File: src/rtl/i2c_pkg.sv
// i2c_pkg: shared state encoding, quarter-phase and R/W constants for the I2C engines
package i2c_pkg;
  typedef enum logic [2:0] {IDLE, START, ADDR, ACK_A, DATA, ACK_D, STOP} state_e;
  localparam logic [1:0] Q0 = 2'd0;
  localparam logic [1:0] Q1 = 2'd1;
  localparam logic [1:0] Q2 = 2'd2;
  localparam logic [1:0] Q3 = 2'd3;
  localparam logic I2C_WR = 1'b0;
  localparam logic I2C_RD = 1'b1;
endpackage

File: src/rtl/i2c_qtick.sv
// i2c_qtick: CLK_DIV quarter-period divider with clear and freeze
module i2c_qtick #(
  parameter int CLK_DIV = 25
) (
  input  logic clk,
  input  logic reset,
  input  logic clr_i,
  input  logic en_i,
  output logic tick_o
);
  localparam int QW = $clog2(CLK_DIV);
  logic [QW-1:0] cnt_q, cnt_d;
  always_comb begin
    tick_o = !clr_i && en_i && cnt_q == QW'(CLK_DIV - 1);
    cnt_d = clr_i ? '0 : tick_o ? '0 : en_i ? cnt_q + QW'(1) : cnt_q;
  end
  always_ff @(posedge clk) cnt_q <= reset ? '0 : cnt_d;
endmodule

File: src/rtl/i2c_master_wr.sv
// i2c_master_wr: open-drain I2C write engine (START, address, N-byte burst, ACK check, STOP)
module i2c_master_wr
  import i2c_pkg::*;
#(
  parameter int CLK_DIV = 25,
  parameter int MAX_BYTES = 16,
  parameter int ADDR_W = 7,
  localparam int CNT_W = $clog2(MAX_BYTES + 1)
) (
  input  logic              clk,
  input  logic              reset,
  input  logic              cmd_start,
  input  logic [ADDR_W-1:0] cmd_addr,
  input  logic [CNT_W-1:0]  cmd_nbytes,
  input  logic [7:0]        wr_data,
  input  logic              wr_valid,
  output logic              wr_ready,
  output logic              busy,
  output logic              done,
  output logic              nack,
  output logic              scl_oe,
  output logic              sda_oe,
  input  logic              sda_i
);
  state_e state_q, state_d;
  logic [1:0] ph_q, ph_d;
  logic [2:0] bit_q, bit_d;
  logic [CNT_W-1:0] rem_q, rem_d;
  logic [ADDR_W-1:0] addr_q, addr_d;
  logic [7:0] byte_q, byte_d, frame;
  logic have_q, have_d, smp_q, smp_d, nack_q, nack_d, busy_q, busy_d;
  logic scl_q, scl_d, sda_q, sda_d, done_q, done_d, rdy_q, rdy_d;
  logic tick, need;
  assign need = state_q == DATA && ph_q == Q0 && bit_q == 3'd7 && !have_q;
  assign frame = {addr_q, I2C_WR};
  i2c_qtick #(.CLK_DIV(CLK_DIV)) u_qtick (
    .clk(clk), .reset(reset), .clr_i(!busy_q), .en_i(!(need && !wr_valid)), .tick_o(tick)
  );
  always_comb begin
    state_d = state_q;
    ph_d = ph_q;
    bit_d = bit_q;
    rem_d = rem_q;
    addr_d = addr_q;
    byte_d = byte_q;
    have_d = have_q;
    smp_d = smp_q;
    nack_d = nack_q;
    busy_d = busy_q;
    done_d = 1'b0;
    rdy_d = 1'b0;
    if (state_q == IDLE && cmd_start && !done_q) begin
      addr_d = cmd_addr;
      rem_d = cmd_nbytes > CNT_W'(MAX_BYTES) ? CNT_W'(MAX_BYTES) : cmd_nbytes;
      nack_d = 1'b0;
      busy_d = 1'b1;
      state_d = START;
      ph_d = Q0;
      bit_d = 3'd7;
    end
    if (need && wr_valid) begin
      byte_d = wr_data;
      have_d = 1'b1;
      rdy_d = 1'b1;
    end
    if (tick) begin
      ph_d = ph_q + 2'd1;
      smp_d = ph_q == Q2 ? sda_i : smp_q;
      if (ph_q == Q3)
        case (state_q)
          START: state_d = ADDR;
          ADDR, DATA: begin
            bit_d = bit_q != 3'd0 ? bit_q - 3'd1 : 3'd7;
            state_d = bit_q != 3'd0 ? state_q : state_q == ADDR ? ACK_A : ACK_D;
            have_d = bit_q != 3'd0 && have_q;
          end
          ACK_A: begin
            nack_d = nack_q | smp_q;
            state_d = !smp_q && rem_q != '0 ? DATA : STOP;
          end
          ACK_D: begin
            nack_d = nack_q | smp_q;
            rem_d = rem_q != '0 ? rem_q - CNT_W'(1) : rem_q;
            state_d = !smp_q && rem_q > CNT_W'(1) ? DATA : STOP;
          end
          STOP: begin
            state_d = IDLE;
            busy_d = 1'b0;
            done_d = 1'b1;
          end
          default: ;
        endcase
    end
  end
  // Line drive follows the current slot; a stalled byte keeps SDA where it was
  always_comb begin
    scl_d = 1'b0;
    sda_d = 1'b0;
    case (state_q)
      START: begin
        scl_d = ph_q == Q3;
        sda_d = ph_q == Q2 || ph_q == Q3;
      end
      ADDR, DATA, ACK_A, ACK_D: begin
        scl_d = !ph_q[1];
        sda_d = state_q == ADDR ? !frame[bit_q] : state_q == DATA ? (need ? sda_q : !byte_q[bit_q]) : 1'b0;
      end
      STOP: begin
        scl_d = ph_q == Q0;
        sda_d = ph_q == Q0 || ph_q == Q1;
      end
      default: ;
    endcase
  end
  always_ff @(posedge clk) begin
    if (reset) begin
      state_q <= IDLE;
      ph_q <= Q0;
      bit_q <= 3'd7;
      rem_q <= '0;
      addr_q <= '0;
      byte_q <= '0;
      have_q <= 1'b0;
      smp_q <= 1'b0;
      nack_q <= 1'b0;
      busy_q <= 1'b0;
      scl_q <= 1'b0;
      sda_q <= 1'b0;
      done_q <= 1'b0;
      rdy_q <= 1'b0;
    end else begin
      state_q <= state_d;
      ph_q <= ph_d;
      bit_q <= bit_d;
      rem_q <= rem_d;
      addr_q <= addr_d;
      byte_q <= byte_d;
      have_q <= have_d;
      smp_q <= smp_d;
      nack_q <= nack_d;
      busy_q <= busy_d;
      scl_q <= scl_d;
      sda_q <= sda_d;
      done_q <= done_d;
      rdy_q <= rdy_d;
    end
  end
  assign wr_ready = rdy_q;
  assign busy = busy_q;
  assign done = done_q;
  assign nack = nack_q;
  assign scl_oe = scl_q;
  assign sda_oe = sda_q;
endmodule
File: config.mk
export PLATFORM = sky130hd
export DESIGN_NAME = i2c_master_wr
export DESIGN_NICKNAME = d
export VERILOG_FILES = /design/src/rtl/i2c_pkg.sv /design/src/rtl/i2c_qtick.sv /design/src/rtl/i2c_master_wr.sv
export SDC_FILE = /design/constraint.sdc
export NUM_CORES = 1
export LEC_CHECK = 0
export BUFFER_PORTS_ARGS = -buffer_cell sky130_fd_sc_hd__buf_2
export CORE_ASPECT_RATIO = 1.4
export CORE_MARGIN = 2
export CORE_UTILIZATION = 62
export DETAILED_ROUTE_END_ITERATION = 10
export GPL_ROUTABILITY_DRIVEN = 0
export PLACE_DENSITY = 0.91
export SETUP_SLACK_MARGIN = 0.02
export SYNTH_ARGS = -nofsm -noshare
export SYNTH_HDL_FRONTEND = slang
export SYNTH_SLANG_ARGS = --single-unit
File: constraint.sdc
create_clock -name clk -period 3.1 [get_ports clk]
set_clock_uncertainty 0.15 [all_clocks]
set_input_delay 0 -clock clk [delete_from_list [all_inputs] [get_ports clk]]
set_output_delay 0 -clock clk [all_outputs]
set_load 0.1 [all_outputs]
==> flow_metrics.py <==
metrics = {
    "global_routing": {
        "grt_pass1_vias": 2082,
        "grt_pass1_wl_um": 8940,
        "antenna_found_initial": 0,
        "gr-total-overflow": 0,
        "grt_util_all_layers": 0.264,
        "grt_max_degree": 34,
    },
    "sta": {
        "relSlewSlack": 0.541,
        "setup_violations": 0,
        "tns_ns": 0,
        "finalCritPeriodShare": 0.805,
        "slew_viol_final": 0,
        "rsz0062_at_grt": "false",
        "worst_pin_slew_ns": 0.688,
        "period_minus_slack_ns": 2.50,
        "hold_viol": 0,
        "fin_ws_ns": 0.603,
        "fmax_mhz": 400,
    },
    "route": {
        "post_drt_wl_per_cell_um": 15.5,
        "wl_met1_um": 2160,
        "ant_nets": 0,
        "met3_length_um": 184,
        "wl_um": 5380,
        "drtIter0Drc": 43,
        "vias": 2113,
        "met2_wirelength_um": 2890,
        "first_pass_iters": 4,
        "top_layer_used": "met4",
        "via_per_inst": 6.09,
        "drc": 0,
    },
    "synth": {
        "synth_top_family_by_area": "simple AND/OR/NAND/NOR gates",
        "ys_types": 65,
        "synth_ff_type": "dfxtp_1",
        "synth-xor-area-share": 0.0265,
        "yosys.area_share.adder": 0.0692,
        "ys_warn_count": 0,
        "synth-seq-cells": 41,
        "synth_area_mm2": 0.00232,
        "synth_compound_area_frac": 0.173,
        "syn_nets": 298,
        "syn_inst": 261,
        "synthArstFlopShare": 0,
        "synth_edf_count": 0,
        "ys_seq_area_frac": 0.354,
        "avgSynthCellArea_um2": 8.87,
        "synthSimpleGateAreaFrac": 0.243,
        "synth_mux_area_frac": 0.0800,
    },
    "setup_path": {
        "required_ns": 3.16,
        "cp_slowest_cell": "or4b_4",
        "rrSetupSlack_ns": 0.60,
        "critPathBufInv": 1,
        "cpLargestDelayFamily": "simple AND/OR/NAND/NOR gates",
        "critical_path.max_stage_delay_ns": 0.64,
        "startpoint": "state_q[0]",
        "worstPathArrival_ns": 2.56,
        "start_kind": "register",
        "rr_worst_depth": 5,
        "r2r-start": "state_q[0]",
        "crit_path_end_kind": "register",
        "criticalPathCategory": "reg2reg",
        "r2r-end": "rem_q[0]",
        "worst-path-max-fanout": 17,
        "crit_path_cell_trace": "or4b_4, nor3_1, nand3_1, dlygate4sd3_1, o311ai_2",
    },
    "min_path": {
        "min_to": "rem_q[2]",
        "min-delay-path-class": "in2reg",
        "min-delay-start": "cmd_nbytes[2]",
        "hold_depth": 4,
    },
    "clock_tree": {
        "htreeDepth": 2,
        "cts_buffers": 5,
        "post-cts-setup-buffers": 0,
        "cts.sinks": 41,
        "clk_pin_slew_ns": 0.08,
        "cts.path.max_buffers": 2,
        "cts_root_buffer": "clkbuf_8",
        "cts_tree": "built",
        "clock_latency_ns": 0.30,
    },
    "power_and_ir_drop": {
        "seqPwrFrac": 0.541,
        "switching_share": 0.261,
        "p_clk_frac": 0.336,
        "switching_power_w": 0.000267,
        "p_comb_frac": 0.124,
        "p_int_w": 0.000756,
        "ir_worst_vdd_v": 0.000379,
        "power_density_mw_per_mm2": 372,
        "p_leak_nw": 1.15,
    },
    "die": {
        "die_area_mm2": 0.00425,
        "io_pins": 31,
        "fp.dieH_um": 76.3,
        "core-area_mm2": 0.00361,
        "rows": 26,
        "start_util": 0.641,
        "die_x_um": 55.7,
    },
    "layout": {
        "layout_common_cells": "dfxtp_1 (41), buf_2 (30), nor2_1 (24), dlygate4sd3_1 (22), nand2_1 (20)",
        "nNetsFinal": 341,
        "drive_above_1_share": 0.197,
        "syn_to_final_growth_pct": 18.7,
        "final_common_cell": "dfxtp_1",
        "diodes": 0,
        "fill_cells": 259,
    },
    "placement": {
        "hpwlAfterDp_um": 3550,
        "place_ws_ns": 0.810,
        "io_buffer_count": 30,
    },
    "run_status": {
        "status": "finished, final reports clean",
    },
    "run": {
        "drv_cap": 0,
    },
}
[metrics by stage]
stage               hold slack [ns]  power [W]  std cells  instance area (um2)   util
floorplan                   -0.0660   0.000636        261                 2320      -
global placement             0.0784   0.000665        317                 2450  0.677
detailed placement           0.0888   0.000668        317                 2450  0.677
CTS                          0.0172    0.00102        347                 2750  0.761
global route                 0.0624    0.00106        347                 2750  0.761
finish                       0.0212    0.00102        347                 2750  0.761
[power groups by stage]
stage               clock [W]  combinational (W)  sequential (W)
floorplan                   0          0.0000692        0.000567
global placement            0           0.000101        0.000565
detailed placement          0           0.000103        0.000565
CTS                  0.000346           0.000124        0.000553
global route         0.000371           0.000139        0.000555
finish               0.000343           0.000127        0.000553
[cell families after synthesis]
group,count (synthesis)
AOI/OAI and AO/OA,56
xor gates and xnor gates,7
adders and majority gates,13
buffers and inverters,29
DFF,41
muxes,16
and+or+nand+nor,99
[what timing repair did]
item,4_1_cts,5_1_grt
endpoints found under the hold margin,23,0
gates resized for setup,0,0
hold buffers,22,0
[worst max-delay path by stage]
stage	end	slack (ns)	cells after the start
after floorplan	rem_q[1]	0.76	5
after detailed placement	state_q[0]	0.81	5
after global routing	rem_q[0]	0.47	5
after global placement	have_q	0.88	5
final	rem_q[0]	0.60	5
after CTS	rem_q[0]	0.64	5
[state kept, by name (all words and copies together), names as in the netlist, named ones only]
| register | flops |
|---|---|
| addr_q | 7 |
| bit_q | 3 |
| busy | 1 |
| byte_q | 8 |
| done | 1 |
| have_q | 1 |
| nack | 1 |
| ph_q | 2 |
| rem_q | 5 |
| scl_oe | 1 |
| sda_oe | 1 |
| smp_q | 1 |
| state_q | 2 |
| u_qtick.cnt_q | 5 |
| wr_ready | 1 |
[Yosys cell counts, types with 2 or more instances]
library cell  instances  area share
nor3_1                3      0.0065
a211o_1               2      0.0076
inv_1                12       0.019
nand3b_1              2      0.0065
mux4_2                2       0.019
a211oi_1              2      0.0065
o22ai_1               2      0.0054
ha_1                 12       0.065
nor4b_1               3       0.011
a31oi_1               4       0.011
mux2i_1              14       0.061
nand4_1               6       0.016
nor2_1               24       0.039
buf_2                 4      0.0086
dfxtp_1              41        0.35
o211ai_1              4       0.013
o21ai_0               7       0.015
a22oi_1               4       0.013
nand3_1              11       0.024
a31o_2                3       0.011
nor2b_1               3      0.0081
xnor2_1               4       0.015
xor2_1                3       0.011
or3b_2                2      0.0076
and3_1                2      0.0054
a21oi_1              13       0.028
and2_1                2      0.0054
nor4_1                3      0.0081
nand2b_1              2      0.0054
nand2_1              20       0.032
clkbuf_1             11       0.018
[worst min-delay path, cell delays in order]
cell,delay [ns]
buf_2,0.09
nor4b_1,0.13
o21ai_0,0.14
a21oi_1,0.07
[area by class of cell]
| cell class | instances | area, um2 | share of cell area |
|---|---|---|---|
| multi-input cells | 191 | 1370 | 0.498 |
| flip-flops and latches | 41 | 821 | 0.299 |
| repair buffers | 53 | 378 | 0.137 |
| clock buffers | 6 | 72.6 | 0.0264 |
| well taps | 42 | 52.6 | 0.0191 |
| inverters | 12 | 45.0 | 0.0164 |
| clock inverters | 2 | 10.0 | 0.00364 |
[layer usage]
layer / GRT usage / vias up
met5: 0 / -
met4: 0.134 / 0
met3: 0.0560 / 15
met2: 0.489 / 55
met1: 0.272 / 1009
li1: - / 1034
(Power assumes the default switching activity.)
